[config.mk]
export PLATFORM = sky130hd
export DESIGN_NAME = sync_fifo_ext_flat
export DESIGN_NICKNAME = d
export VERILOG_FILES = /design/src/rtl/sync_fifo_ext_if.sv /design/src/rtl/sync_fifo_ext.sv /design/src/flat_wrapper.sv
export SDC_FILE = /design/constraint.sdc
export NUM_CORES = 1
export LEC_CHECK = 0
export BUFFER_PORTS_ARGS = -buffer_cell sky130_fd_sc_hd__buf_4
export CELL_PAD_IN_SITES_DETAIL_PLACEMENT = 0
export CELL_PAD_IN_SITES_GLOBAL_PLACEMENT = 1
export CORE_MARGIN = 2
export CORE_UTILIZATION = 51
export CTS_BUF_LIST = sky130_fd_sc_hd__clkbuf_16
export DETAILED_ROUTE_END_ITERATION = 10
export HOLD_SLACK_MARGIN = 0.06
export MAX_ROUTING_LAYER = met4
export PLACE_DENSITY_LB_ADDON = 0.1
export SLEW_MARGIN = 10
export SYNTH_ARGS = -nofsm -noshare
export SYNTH_HDL_FRONTEND = slang
export SYNTH_SLANG_ARGS = --single-unit
[constraint.sdc]
create_clock -name clk -period 3.79 [get_ports clk]
set_clock_uncertainty 0.2 [all_clocks]
set_input_delay 0.379 -clock clk [delete_from_list [all_inputs] [get_ports clk]]
set_output_delay 0.379 -clock clk [all_outputs]
set_load 0.05 [all_outputs]
[src/rtl/sync_fifo_ext_if.sv]
// Handshake bundle for sync_fifo_ext.
// master drives requests and data, slave returns data and status.
interface sync_fifo_ext_if #(
  parameter int WIDTH = 8,
  parameter int DEPTH = 16
);
  localparam int LW = $clog2(DEPTH) + 1;

  logic             wr_en;
  logic [WIDTH-1:0] din;
  logic             rd_en;
  logic             clr_err;
  logic [WIDTH-1:0] dout;
  logic             dout_valid;
  logic             full;
  logic             empty;
  logic             almost_full;
  logic             almost_empty;
  logic [LW-1:0]    level;
  logic             overflow;
  logic             underflow;

  modport master (
    output wr_en, din, rd_en, clr_err,
    input  dout, dout_valid, full, empty,
    input  almost_full, almost_empty, level,
    input  overflow, underflow
  );

  modport slave (
    input  wr_en, din, rd_en, clr_err,
    output dout, dout_valid, full, empty,
    output almost_full, almost_empty, level,
    output overflow, underflow
  );
endinterface

[src/rtl/sync_fifo_ext.sv]
// Single-clock FIFO with threshold flags, sticky errors
// and a selectable registered or first-word-fall-through read port.
module sync_fifo_ext #(
  parameter int WIDTH     = 8,
  parameter int DEPTH     = 16,
  parameter int AF_THRESH = DEPTH - 4,
  parameter int AE_THRESH = 2,
  parameter int FWFT      = 0
) (
  input logic           clk,
  input logic           rst,
  sync_fifo_ext_if.slave bus
);
  localparam int AW = (DEPTH < 2) ? 1 : $clog2(DEPTH);
  localparam int LW = AW + 1;

  localparam logic [LW-1:0] FULL_LVL = LW'(DEPTH);
  localparam logic [LW-1:0] AF_LVL   = LW'(AF_THRESH);
  localparam logic [LW-1:0] AE_LVL   = LW'(AE_THRESH);

  if (DEPTH < 2 || (DEPTH & (DEPTH - 1)) != 0) begin : g_bad_depth
    $fatal(1, "sync_fifo_ext: DEPTH must be a power of 2 and >= 2");
  end
  if (AF_THRESH < 1 || AF_THRESH > DEPTH) begin : g_bad_af
    $fatal(1, "sync_fifo_ext: AF_THRESH out of range");
  end
  if (AE_THRESH < 0 || AE_THRESH > DEPTH - 1) begin : g_bad_ae
    $fatal(1, "sync_fifo_ext: AE_THRESH out of range");
  end
  if (WIDTH < 1) begin : g_bad_width
    $fatal(1, "sync_fifo_ext: WIDTH must be >= 1");
  end

  logic [WIDTH-1:0] mem [DEPTH];
  logic [AW-1:0]    wr_ptr;
  logic [AW-1:0]    rd_ptr;
  logic [LW-1:0]    level_q;
  logic             ovf_q;
  logic             unf_q;
  logic             full;
  logic             empty;
  logic             wr_ok;
  logic             rd_ok;

  assign full  = (level_q == FULL_LVL);
  assign empty = (level_q == '0);
  assign wr_ok = bus.wr_en && !full;
  assign rd_ok = bus.rd_en && !empty;

  assign bus.full         = full;
  assign bus.empty        = empty;
  assign bus.almost_full  = (level_q >= AF_LVL);
  assign bus.almost_empty = (level_q <= AE_LVL);
  assign bus.level        = level_q;
  assign bus.overflow     = ovf_q;
  assign bus.underflow    = unf_q;

  // Storage is never reset; level/pointers make stale words unreachable.
  always_ff @(posedge clk) begin
    if (!rst && wr_ok) begin
      mem[wr_ptr] <= bus.din;
    end
  end

  always_ff @(posedge clk) begin
    if (rst) begin
      wr_ptr  <= '0;
      rd_ptr  <= '0;
      level_q <= '0;
      ovf_q   <= 1'b0;
      unf_q   <= 1'b0;
    end else begin
      if (wr_ok) begin
        wr_ptr <= wr_ptr + AW'(1);
      end
      if (rd_ok) begin
        rd_ptr <= rd_ptr + AW'(1);
      end
      if (wr_ok && !rd_ok) begin
        level_q <= level_q + LW'(1);
      end else if (rd_ok && !wr_ok) begin
        level_q <= level_q - LW'(1);
      end
      // A new error in a clearing cycle keeps the flag set.
      ovf_q <= (bus.wr_en && full) || (ovf_q && !bus.clr_err);
      unf_q <= (bus.rd_en && empty) || (unf_q && !bus.clr_err);
    end
  end

  if (FWFT != 0) begin : g_fwft
    assign bus.dout       = empty ? '0 : mem[rd_ptr];
    assign bus.dout_valid = !empty;
  end else begin : g_reg
    logic [WIDTH-1:0] dout_q;
    logic             dv_q;

    always_ff @(posedge clk) begin
      if (rst) begin
        dout_q <= '0;
        dv_q   <= 1'b0;
      end else begin
        if (rd_ok) begin
          dout_q <= mem[rd_ptr];
        end
        dv_q <= rd_ok;
      end
    end

    assign bus.dout       = dout_q;
    assign bus.dout_valid = dv_q;
  end
endmodule
[src/flat_wrapper.sv]
// flat-port wrapper written by rule: the top's interface ports become plain ports
module sync_fifo_ext_flat 
#(
  parameter int WIDTH     = 8,
  parameter int DEPTH     = 16,
  parameter int AF_THRESH = DEPTH - 4,
  parameter int AE_THRESH = 2,
  parameter int FWFT      = 0
)
  (clk, rst, bus_wr_en, bus_din, bus_rd_en, bus_clr_err, bus_dout, bus_dout_valid, bus_full, bus_empty, bus_almost_full, bus_almost_empty, bus_level, bus_overflow, bus_underflow);
  sync_fifo_ext_if #(.WIDTH(WIDTH), .DEPTH(DEPTH)) bus_i ();
  input logic clk;
  input logic rst;
  input wire logic [$bits(bus_i.wr_en)-1:0] bus_wr_en;
  input wire logic [$bits(bus_i.din)-1:0] bus_din;
  input wire logic [$bits(bus_i.rd_en)-1:0] bus_rd_en;
  input wire logic [$bits(bus_i.clr_err)-1:0] bus_clr_err;
  output wire logic [$bits(bus_i.dout)-1:0] bus_dout;
  output wire logic [$bits(bus_i.dout_valid)-1:0] bus_dout_valid;
  output wire logic [$bits(bus_i.full)-1:0] bus_full;
  output wire logic [$bits(bus_i.empty)-1:0] bus_empty;
  output wire logic [$bits(bus_i.almost_full)-1:0] bus_almost_full;
  output wire logic [$bits(bus_i.almost_empty)-1:0] bus_almost_empty;
  output wire logic [$bits(bus_i.level)-1:0] bus_level;
  output wire logic [$bits(bus_i.overflow)-1:0] bus_overflow;
  output wire logic [$bits(bus_i.underflow)-1:0] bus_underflow;
  assign bus_i.wr_en = bus_wr_en;
  assign bus_i.din = bus_din;
  assign bus_i.rd_en = bus_rd_en;
  assign bus_i.clr_err = bus_clr_err;
  assign bus_dout = bus_i.dout;
  assign bus_dout_valid = bus_i.dout_valid;
  assign bus_full = bus_i.full;
  assign bus_empty = bus_i.empty;
  assign bus_almost_full = bus_i.almost_full;
  assign bus_almost_empty = bus_i.almost_empty;
  assign bus_level = bus_i.level;
  assign bus_overflow = bus_i.overflow;
  assign bus_underflow = bus_i.underflow;
  sync_fifo_ext #(.WIDTH(WIDTH), .DEPTH(DEPTH), .AF_THRESH(AF_THRESH), .AE_THRESH(AE_THRESH), .FWFT(FWFT)) u_core (.clk(clk), .rst(rst), .bus(bus_i));
endmodule
# ---- Word level (Yosys, flattened, before mapping)
# Memory sizes are Yosys's and may differ from the RTL's. A register that Yosys moved wholly into a read port is not among the register bits.
# Cells that the tools add are included.
dict set report totals {
  register_bits 16
  mem_bits_rw 128
  input_bits 13
  output_inout_bits 20
  wordCells 37
  n_memories 1
}
dict set report op_classes {
  addsub 4
  n_lt_le_gt_ge 2
  n_eq_ne 1
  muxes 4
  reduce_logical 19
}
# name depth width read_ports rd_clocked_by_memory_dff write_ports line
set memory_table {}
lappend memory_table {u_core.mem 16 8 1 1 1 sync_fifo_ext.sv:34} ;# logic [WIDTH-1:0] mem [DEPTH];
# op count
set op_table {}
lappend op_table {{5-bit 2-to-1 mux} 2}
lappend op_table {{1-bit logical AND} 9}
lappend op_table {{4-bit by 1-bit adder with 4-bit output (second input constant)} 2}
lappend op_table {{1-bit logical NOT} 6}
lappend op_table {{5-bit by 1-bit adder with 5-bit output (second input constant)} 1}
lappend op_table {{5-bit equality test (second input constant)} 1}
lappend op_table {{5-bit by 4-bit greater-or-equal comparator with 1-bit output (second input constant)} 1}
lappend op_table {{5-bit by 2-bit less-or-equal comparator with 1-bit output (second input constant)} 1}
lappend op_table {{5-bit logical NOT} 1}
lappend op_table {{5-bit by 1-bit subtractor with 5-bit output (second input constant)} 1}
lappend op_table {{1-bit logical OR} 2}
lappend op_table {{1-bit 2-to-1 mux} 2}
lappend op_table {{2-bit nonzero test} 1}

# ---- Depth between registers and ports, before layout
dict set report depth {
  depth_word 7
  mapped_depth 11
  depth_no_buf 10
}

# ---- Worst setup path after synthesis
# Ideal clock, no wire load.
dict set report synth_path {
  path_type {register -> output}
  from {register u_core.level_q[1] (netlist: u_core.bus.level[1])}
  to {output bus_almost_empty}
  arrival_ps 3086
  required_time_ps 3211
  path_slack_ps 125
  path_stages_with_launch 2
  n_path_buf 0
  path_cell_list {dfxtp_1 > a2111oi_0}
}
dict set report synth_between {
  elab_chain_cells 1
}
# element line
set synth_rtl {}
lappend synth_rtl {{start: declaration} sync_fifo_ext.sv:37} ;# logic [LW-1:0] level_q;
lappend synth_rtl {{start signal: assignment} sync_fifo_ext.sv:80} ;# level_q <= level_q + LW'(1);
lappend synth_rtl {{start signal: assignment} sync_fifo_ext.sv:82} ;# level_q <= level_q - LW'(1);
lappend synth_rtl {{5-bit by 2-bit less-or-equal comparator with 1-bit output} sync_fifo_ext.sv:53} ;# assign bus.almost_empty = (level_q <= AE_LVL);
lappend synth_rtl {{end: declaration} flat_wrapper.sv:23} ;# output wire logic [$bits(bus_i.almost_empty)-1:0] bus_almost_empty;
# No other way between the ends.

# ---- Worst setup path in the final report
dict set report layout_path {
  from {register u_core.level_q[0] (netlist: u_core.bus.level[0])}
  to {register u_core.level_q[4] (netlist: u_core.bus.level[4])}
}
dict set report layout_between {
  elab_chain_cells 6
  elab_cells_between_ends 15
  cone_classes {add/sub (2); eq/ne (1); mux (2); reduce/logical (10)}
}
# element line
set layout_rtl {}
lappend layout_rtl {{5-bit equality test (*)} sync_fifo_ext.sv:45} ;# assign full = (level_q == FULL_LVL);
lappend layout_rtl {{1-bit logical NOT (*)} sync_fifo_ext.sv:47} ;# assign wr_ok = bus.wr_en && !full;
lappend layout_rtl {{1-bit logical AND (*)} sync_fifo_ext.sv:47}
lappend layout_rtl {{via u_core.wr_ok} sync_fifo_ext.sv:42} ;# logic wr_ok;
lappend layout_rtl {{1-bit logical NOT} sync_fifo_ext.sv:81} ;# end else if (rd_ok && !wr_ok) begin
lappend layout_rtl {{1-bit logical AND} sync_fifo_ext.sv:81}
lappend layout_rtl {{2-bit nonzero test (no source line)} -}
# The timed path passes the listed nets; every way through them passes the cells marked *. The select of a mux whose other input is x is not followed.
# A chain may end at the register's enable or synchronous reset.

==> key figures <==
Final layout
  • Design area: 0.00698 sq mm
  • Share of layout cells above drive strength 1: 0.132
  • # fillers: 881
  • P&R area growth vs syn: 14.2%
  • Most common cell after layout, fill and taps aside: edfxtp_1
  • Fin nets: 458
  • Commonest non-fill, non-tap cells in the layout: edfxtp_1 (128), mux2i_1 (67), nor2_1 (46)
  • Diodes inserted: 0

Worst hold path
  • Worst hold path class: primary input to flip-flop

Die
  • FP Rows: 39
  • Io pins: 33
  • Die Area: about 0.013 sq mm
  • Die X: 113 um
  • Effective utilization at floorplan: 0.528
  • Die Y: between 100 and 150 um
  • Core Region: 0.0116 sq mm

Critical path
  • Worst setup startpoint: u_core.bus.level[0]$_SDFFE_PP0P_
  • R2r endpoint: u_core.bus.level[4]$_SDFFE_PP0P_
  • CP Max Fanout: 7
  • Crit path required time: roughly 4 ns
  • Critical register-to-register path startpoint: u_core.bus.level[0]$_SDFFE_PP0P_
  • Path depth of the worst reg2reg path: 9
  • Arrival time at the worst endpoint: 3.29 ns
  • Reg2reg setup slack: between 0.6 and 0.7 ns
  • Worst setup EP type: flip-flop
  • Worst setup path end: u_core.bus.level[4]$_SDFFE_PP0P_
  • WS Path Type: flip-flop to flip-flop
  • Startpoint types: flip-flop

Logic synthesis
  • Post-Syn Area: 0.00611 sq mm
  • Main combinational cell family by area after synthesis: multiplexers
  • Post-synthesis adder-cell area fraction: 0.0217
  • Post-synthesis mux area share: 0.112
  • Sequential area share after synthesis: 0.708
  • Post-synthesis simple-gate area fraction: 0.0616
  • Ys Warns: 0
  • Mean post-synth cell area: 15.2 sq um
  • Compound-gate portion of the synthesized area: 0.0629
  • Syn Nets: around 430
  • Yosys cell types: 34
  • Post-Synth XOR/XNOR Area: 0.0129
  • Syn Inst Count: between 400 and 500
  • Dominant cells by area after synthesis: edfxtp_1 (63%), mux2i_1 (11%), dfxtp_1 (7.9%)
  • Post-synth top area cell: edfxtp_1
  • #FFs+latches synth: 152
  • Area share of the largest cell type after synthesis: 0.629

Routing
  • DRC Markers: 0
  • Vias per inst: approximately 5.6
  • First DRT Iteration DRCs: 296
  • Routed wire per std cell: 21.1 um
  • 1st-pass router iterations: 4
  • Post-route ant nets: 0
  • Final WL: 12.5 mm
  • Via Count: roughly 3300

Placement
  • Placer congestion estimate: ~0.76
  • HPWL after DPL: 8.15 mm
  • Port Buffer Count: 32
  • Area post-placement: between 0.006 and 0.007 sq mm

GRT
  • Gr ovfl total: 0
  • GRT Total Usage: 0.217
  • First-pass GRT wire length: 19.1 mm
  • Vias in the first global route: between 3000 and 4000
  • Initial antenna violation count: 0
  • Largest net degree at the start of global routing: 41

Clock network
  • Root Driver: clkbuf_16
  • Clock latency on the worst-skew pair: 0.42 ns
  • Cts bufs inserted: 17
  • CTS tree: yes
  • H-Tree Depth: 4
  • Hold Buf Count CTS: 2
  • Clk buf depth: 2
  • CTS clk-pin slew, worst paths: 0.06 ns
  • CTS Sinks: 152
  • # resized after CTS: 0
  • Setup Fix Bufs, Post-CTS: 0

Timing
  • TNS Setup: 0 ns
  • Max_slew headroom: 0.463
  • # setup viols final: 0
  • Worst Tran Pin Value: approximately 0.8 ns
  • RSZ-0062 raised after global routing: false
  • Max Fclk: between 300 and 400 MHz
  • Fin. max-slew vios: 0
  • Fin. Hold Viols: 0
  • Minimum clock period: 3.18 ns
  • Period utilisation layout: 0.840

Status
  • Status: complete, no violations

Run
  • Maxcap violations: 0

Power and ir drop
  • Peak VDD IR: 0.361 mV
  • P_leak: roughly 0.0023 uW
  • Pwr dens: a little under 700 mW/mm^2
synthesized netlist by cell type:
| cell | instances |
|---|---|
| a2111oi_0 | 1 |
| a211oi_1 | 8 |
| a21boi_1 | 1 |
| a21boi_2 | 1 |
| a21o_1 | 2 |
| a21oi_1 | 6 |
| and3_1 | 2 |
| buf_1 | 2 |
| buf_2 | 9 |
| buf_4 | 5 |
| clkbuf_1 | 5 |
| clkbuf_2 | 1 |
| dfxtp_1 | 24 |
| edfxtp_1 | 128 |
| fa_1 | 1 |
| ha_1 | 9 |
| inv_1 | 5 |
| mux2_2 | 1 |
| mux2i_1 | 67 |
| nand2_1 | 9 |
| nand3_1 | 1 |
| nand3b_1 | 5 |
| nor2_1 | 46 |
| nor2b_1 | 2 |
| nor4_1 | 9 |
| o211ai_1 | 3 |
| o211ai_4 | 1 |
| o22ai_1 | 32 |
| o31ai_1 | 1 |
| or3_1 | 2 |
| or3b_1 | 3 |
| or4_1 | 1 |
| xnor2_1 | 3 |
| xor2_1 | 6 |
final cells by class:
| class | count | area, sq um | area share |
|---|---|---|---|
| clock inverters | 15 | 86.3 | 0.0124 |
| inverters | 5 | 18.8 | 0.00269 |
| well taps | 143 | 179 | 0.0256 |
| flip-flops and latches | 152 | 4330 | 0.620 |
| clock buffers | 17 | 425 | 0.0610 |
| multi-input cells | 223 | 1650 | 0.237 |
| repair buffers | 36 | 288 | 0.0412 |
worst min path at each step:
stage / from / endpoint / slack [ns] / depth (start not counted)
CTS: bus_din[4] / u_core.mem[10][4]$_DFFE_PP_ / 0.08 / 1
global placement: u_core.bus.dout[5]$_SDFFE_PP0P_ / u_core.bus.dout[5]$_SDFFE_PP0P_ / 0.29 / 2
global route: bus_din[6] / u_core.mem[6][6]$_DFFE_PP_ / 0.1 / 1
floorplan: bus_din[0] / u_core.mem[0][0]$_DFFE_PP_ / 0.28 / 0
detailed placement: u_core.bus.dout[2]$_SDFFE_PP0P_ / u_core.bus.dout[2]$_SDFFE_PP0P_ / 0.30 / 2
finish: bus_din[0] / u_core.mem[6][0]$_DFFE_PP_ / 0.08 / 1
state kept, by name, indices dropped and copies added, names as in the netlist:
signal / flops
u_core.wr_ptr: 4
u_core.bus.overflow: 1
u_core.bus.dout: 8
u_core.rd_ptr: 4
u_core.bus.underflow: 1
u_core.mem: 128
u_core.bus.level: 5
u_core.bus.dout_valid: 1
worst max-delay path, stage by stage, from the launching register on:
cell      delay, ns
dfxtp_1        0.39
nor4_1         0.52
a21boi_1       0.30
ha_1           0.27
inv_1          0.16
ha_1           0.30
a21o_1         0.19
a21oi_1        0.17
mux2i_1        0.21
mux2_2         0.34
metal layers:
metal  up-vias  track usage  wire [um]
met5         -            -          0
met3        14       0.0468        679
met4         0       0.0878        150
met1      1619        0.295       5510
met2        70        0.323       6120
li1       1610            -          -
per-stage QoR:
step | total power, uW | util | std cells | hold slack (ns) | setup slack [ns]
3_3_place_gp | 3410 | 0.558 | 557 | 0.290 | 0.664
6_report | 4850 | 0.603 | 591 | 0.0841 | 0.608
4_1_cts | 4900 | 0.603 | 591 | 0.0771 | 0.589
5_1_grt | 5080 | 0.603 | 591 | 0.0952 | 0.379
2_1_floorplan | 3070 | - | 402 | 0.278 | 0.125
3_5_place_dp | 3440 | 0.558 | 557 | 0.298 | 0.600
cells by family after synthesis:
logic type / count (synthesis)
compound gates: 56
flops: 152
simple gates: 80
mux: 68
buf+inv: 27
xor+xnor: 9
fa+ha+maj: 10
power breakdown:
part           switching (uW)  total, uW  internal (uW)
clock                     587       1450            868
combinational             859       1350            487
sequential                136       2050           1910
total                    1580       4850           3270
(Power assumes the default switching activity.)
